## src/rtl/rgb_block_collector.sv

```systemverilog
// Collects NPIX raster-order RGB pixels into flat per-colour blocks and hands
// each complete block downstream through a valid/ready handshake.
module rgb_block_collector #(
  parameter int NPIX = 64
) (
  input  logic              clk,
  input  logic              rst_n,
  input  logic              in_valid,
  output logic              in_ready,
  input  logic              in_sob,
  input  logic [7:0]        in_r,
  input  logic [7:0]        in_g,
  input  logic [7:0]        in_b,
  output logic [8*NPIX-1:0] r_all,
  output logic [8*NPIX-1:0] g_all,
  output logic [8*NPIX-1:0] b_all,
  output logic              blk_valid,
  input  logic              blk_ready,
  output logic [6:0]        fill_count,
  output logic [15:0]       blk_count,
  output logic              err_resync
);

  localparam int AW = (NPIX > 1) ? $clog2(8 * NPIX) : 3;
  localparam logic [6:0] LAST = 7'(NPIX - 1);

  typedef enum logic {FILL = 1'b0, FULL = 1'b1} state_t;

  state_t            state_q, state_d;
  logic [6:0]        fill_count_q, fill_count_d;
  logic [15:0]       blk_count_q, blk_count_d;
  logic              err_resync_q, err_resync_d;
  logic [8*NPIX-1:0] r_all_q, r_all_d;
  logic [8*NPIX-1:0] g_all_q, g_all_d;
  logic [8*NPIX-1:0] b_all_q, b_all_d;

  logic              accept_s;
  logic              resync_s;
  logic              last_s;
  logic [6:0]        slot_s;
  logic [AW-1:0]     base_s;

  // A start-of-block seen mid-block restarts the tile at slot 0.
  assign accept_s = in_valid && in_ready;
  assign resync_s = accept_s && in_sob && (fill_count_q != 7'd0);
  assign last_s   = (fill_count_q == LAST);
  assign slot_s   = resync_s ? 7'd0 : fill_count_q;
  assign base_s   = AW'({slot_s, 3'b000});

  always_ff @(posedge clk or negedge rst_n) begin
    if (!rst_n) begin
      state_q <= FILL;
    end else begin
      state_q <= state_d;
    end
  end

  always_comb begin
    state_d = state_q;
    case (state_q)
      FILL: begin
        if (accept_s && !resync_s && last_s) begin
          state_d = FULL;
        end else begin
          state_d = FILL;
        end
      end
      FULL: begin
        if (blk_ready) begin
          state_d = FILL;
        end else begin
          state_d = FULL;
        end
      end
      default: state_d = FILL;
    endcase
  end

  always_comb begin
    in_ready  = (state_q == FILL);
    blk_valid = (state_q == FULL);
  end

  always_comb begin
    fill_count_d = fill_count_q;
    blk_count_d  = blk_count_q;
    err_resync_d = err_resync_q;
    r_all_d      = r_all_q;
    g_all_d      = g_all_q;
    b_all_d      = b_all_q;
    if (accept_s) begin
      r_all_d[base_s +: 8] = in_r;
      g_all_d[base_s +: 8] = in_g;
      b_all_d[base_s +: 8] = in_b;
      if (resync_s) begin
        fill_count_d = 7'd1;
        err_resync_d = 1'b1;
      end else if (last_s) begin
        fill_count_d = 7'd0;
      end else begin
        fill_count_d = fill_count_q + 7'd1;
      end
    end else begin
      fill_count_d = fill_count_q;
    end
    if ((state_q == FULL) && blk_ready) begin
      blk_count_d = blk_count_q + 16'd1;
    end else begin
      blk_count_d = blk_count_q;
    end
  end

  always_ff @(posedge clk or negedge rst_n) begin
    if (!rst_n) begin
      fill_count_q <= 7'd0;
      blk_count_q  <= 16'd0;
      err_resync_q <= 1'b0;
      r_all_q      <= '0;
      g_all_q      <= '0;
      b_all_q      <= '0;
    end else begin
      fill_count_q <= fill_count_d;
      blk_count_q  <= blk_count_d;
      err_resync_q <= err_resync_d;
      r_all_q      <= r_all_d;
      g_all_q      <= g_all_d;
      b_all_q      <= b_all_d;
    end
  end

  assign r_all      = r_all_q;
  assign g_all      = g_all_q;
  assign b_all      = b_all_q;
  assign fill_count = fill_count_q;
  assign blk_count  = blk_count_q;
  assign err_resync = err_resync_q;

endmodule

```

## config.mk

```make
export PLATFORM = sky130hd
export DESIGN_NAME = rgb_block_collector
export DESIGN_NICKNAME = d
export VERILOG_FILES = /design/src/rtl/rgb_block_collector.sv
export SDC_FILE = /design/constraint.sdc
export NUM_CORES = 2
export LEC_CHECK = 0
export CAP_MARGIN = 20
export CORE_AREA = 10 10 615 617
export DETAILED_ROUTE_END_ITERATION = 7
export DIE_AREA = 0 0 625 627
export DONT_BUFFER_PORTS = 1
export PLACE_DENSITY = 0.3
export SLEW_MARGIN = 15
export SYNTH_ARGS = -nofsm -noshare
export SYNTH_HDL_FRONTEND = slang
export SYNTH_SLANG_ARGS = --single-unit
```

## constraint.sdc

```tcl
create_clock -name clk -period 8.6 [get_ports clk]
set_input_delay 2.15 -clock clk [delete_from_list [all_inputs] [get_ports clk]]
set_output_delay 2.15 -clock clk [all_outputs]
set_load 0.01 [all_outputs]
```

==> results.json <==
{
  "status": "finished, final reports clean",
  "finClkSkew_ns": 0.0382,
  "cp.required_ns": 9.34,
  "port_buffers": 0,
  "post_cts_buffers": 0,
  "cts-root-buf": "clkbuf_16",
  "die-area_um2": 392000,
  "arrival_ns": 6.58,
  "power_density_nw_per_um2": 354,
  "start_util_pct": 16.2,
  "yosys_warnings": 0,
  "final-max-slew-violation-count": 0,
  "worstMarginPinSlew_ns": 1.38,
  "grt_pass1_vias": 33800,
  "finalHoldWorstSlack_ns": 0.582,
  "setup-violations-final": 0,
  "cts-buffers-inserted": 198,
  "post_cts_resized": 0,
  "core_area_um2": 365000,
  "clock_sinks": 1561,
  "nets": 3626,
  "synth-async-reset-ratio_pct": 100,
  "track_usage_pct": 14.7,
  "ant_nets": 0,
  "drt-total-wl_um": 303000,
  "crit_type": "register to register",
  "hold_path_class": "register to register",
  "rsz0062_at_grt": "false",
  "viasPerCell": 3.77,
  "vias": 32400,
  "max_slew_margin_pct": 8.01,
  "fp.dieW_um": 625,
  "syn_area_per_cell_um2": 16.2,
  "grt.overflow.total": 0,
  "drtPass1Iterations": 5,
  "max_freq_mhz": 171,
  "p_leak_nw": 33.5,
  "drv_cap": 0,
  "synth_area_um2": 59100,
  "drc": 0,
  "crit_chain": "inv_1, ha_1, nor2b_1, a21o_1, nand2_1, ha_1, xnor2_1, o22ai_1, nand2_1, nor2_4, buf_4, mux2_2",
  "cts_hold_buf": 0,
  "min_period_ns": 5.85,
  "clkTransAtPathRegs_ns": 0.06,
  "synth_cells": 3643,
  "min_period_over_period_pct": 68.0,
  "drive_above_1_share_pct": 51.2,
  "drt-wirelength-per-cell_um": 35.3,
  "syn2layout_area_growth_pct": 20.9,
  "synth_nets": 3676,
  "synth.distinct_cells": 55,
  "cts_tree": "yes",
  "grt_pass1_wl_um": 385000,
  "clk_latency_ns": 0.87,
  "peakVddDrop_mv": 0.179,
  "boundaryPins": 1591,
  "h-tree-depth": 4,
  "ys_dominant_reg_cell": "dfrtp_1",
  "cts_buffer_depth": 4,
  "die_h_um": 627,
  "rows": 222,
  "grt_antenna_before_repair": 33,
  "grt_max_degree": 208,
  "setup_tns_ns": 0,
  "critical_path.max_fanout": 18,
  "gp_congestion": 0.687,
  "synth-seq-cells": 1561,
  "num-fill-cells": 39100,
  "hpwl_um": 197000,
  "drtIter0Drc": 1905,
  "synth-edff-count": 0,
  "crit_slowest_cell": "nor2_4",
  "seq_area_frac_synth_pct": 66.1,
  "slowest_delay_ns": 0.98,
  "end_kind": "register",
  "startpoint_type": "register",
  "hold_viol": 0
}
cells in the mapped netlist, types with 6 or more instances:
library cell	count	share of area (%)
o21ai_0	9	0.076
buf_2	118	1.0
inv_1	6	0.038
xnor2_1	11	0.16
nand2_1	36	0.23
xor2_1	7	0.10
nor2b_1	6	0.064
clkbuf_1	170	1.1
nor2_1	39	0.25
mux2_2	1487	28
dfrtp_1	1561	66
nor2_2	8	0.085
nand2b_1	6	0.064
mux2_1	50	0.95
nand3_1	20	0.17
buf_1	26	0.17
nor3_1	6	0.051
flip-flops by register name (all words and copies together), names as in the netlist:
signal	flops
b_all	512
r_all	512
blk_valid	1
blk_count	16
err_resync	1
fill_count	7
g_all	512
metrics by stage:
stage                     cell area, um^2  util [%]  cells  worst slack (ns)  total power, W
final                               71400      19.6   8596              2.75          0.0253
after global routing                71300      19.5   8556              2.27          0.0265
after CTS                           71200      19.5   8545              2.59          0.0259
after detailed placement            64900      17.8   8203              1.99          0.0174
after global placement              64700      17.7   8197              2.06          0.0174
after floorplan                     59100         -   3643              3.32          0.0146
path summary, 6_finish.rpt:
kind | from | end | slack, ns | depth (start not counted)
worst min register to register | r_all[249] | r_all[249] | 0.58 | 1
worst min-delay path | r_all[249] | r_all[249] | 0.58 | 1
worst max register to register | fill_count[0] | g_all[67] | 2.75 | 12
worst max-delay path | fill_count[0] | g_all[67] | 2.75 | 12
max in group asynchronous | rst_n | g_all[376] | 3.29 | 6
min in group asynchronous | rst_n | g_all[126] | 0.99 | 0
layout make-up:
cell class / count / area [um^2] / share of cell area [%]
sequential: 1561 / 39100 / 54.7
multi-input combinational: 1756 / 19000 / 26.6
tap: 4816 / 6030 / 8.44
clock buffer: 304 / 5800 / 8.12
timing repair buffer: 70 / 896 / 1.25
clock inverter: 38 / 499 / 0.699
antenna: 45 / 113 / 0.158
inverter: 6 / 22.5 / 0.0315
layer usage:
metal | wire length [um] | up-vias | global-route usage (%)
li1 | - | 12700 | -
met1 | 105000 | 17800 | 15.4
met2 | 154000 | 1493 | 25.9
met3 | 33800 | 373 | 6.92
met4 | 11200 | 2 | 4.87
met5 | 13 | - | 0
logic make-up after synthesis:
logic type | after synthesis | share of synthesized area (%)
flops | 1561 | 66.1
mux | 1537 | 29.3
buf+inv | 326 | 2.35
simple gates | 160 | 1.46
compound gates | 37 | 0.451
xor+xnor | 18 | 0.267
fa+ha+maj | 4 | 0.0847
where the power goes:
group / internal, W / switching (W) / total, W
Combinational: 0.00189 / 0.00116 / 0.00305
Sequential: 0.00971 / 0.00434 / 0.0141
Clock: 0.00478 / 0.00342 / 0.00819
Total: 0.0164 / 0.00892 / 0.0253
placed cells by master, fill, tap and decap left out, drive strengths merged, types with 6 or more instances in the layout:
| cell type | instances |
|---|---|
| buf | 70 |
| mux2 | 1537 |
| clkbuf | 304 |
| diode | 45 |
| nor2 | 47 |
| dfrtp | 1561 |
| nand2b | 6 |
| inv | 8 |
| xor2 | 7 |
| nor3 | 9 |
| clkinv | 30 |
| nand3 | 23 |
| xnor2 | 11 |
| nor2b | 6 |
| o21ai | 10 |
| nand2 | 40 |
critical path, delay by kind of cell, from the launching register on:
kind                     cells  cell delay (ns)
XOR/XNOR                     1             0.24
AND/OR/NAND/NOR              4             1.96
flip-flops                   1             0.95
AO/OA/AOI/OAI                2             0.93
buffers and inverters        2             0.52
adder cells (fa/ha/maj)      2             0.77
multiplexers                 1             0.34
Note: power is estimated with default switching activity, not from simulation.
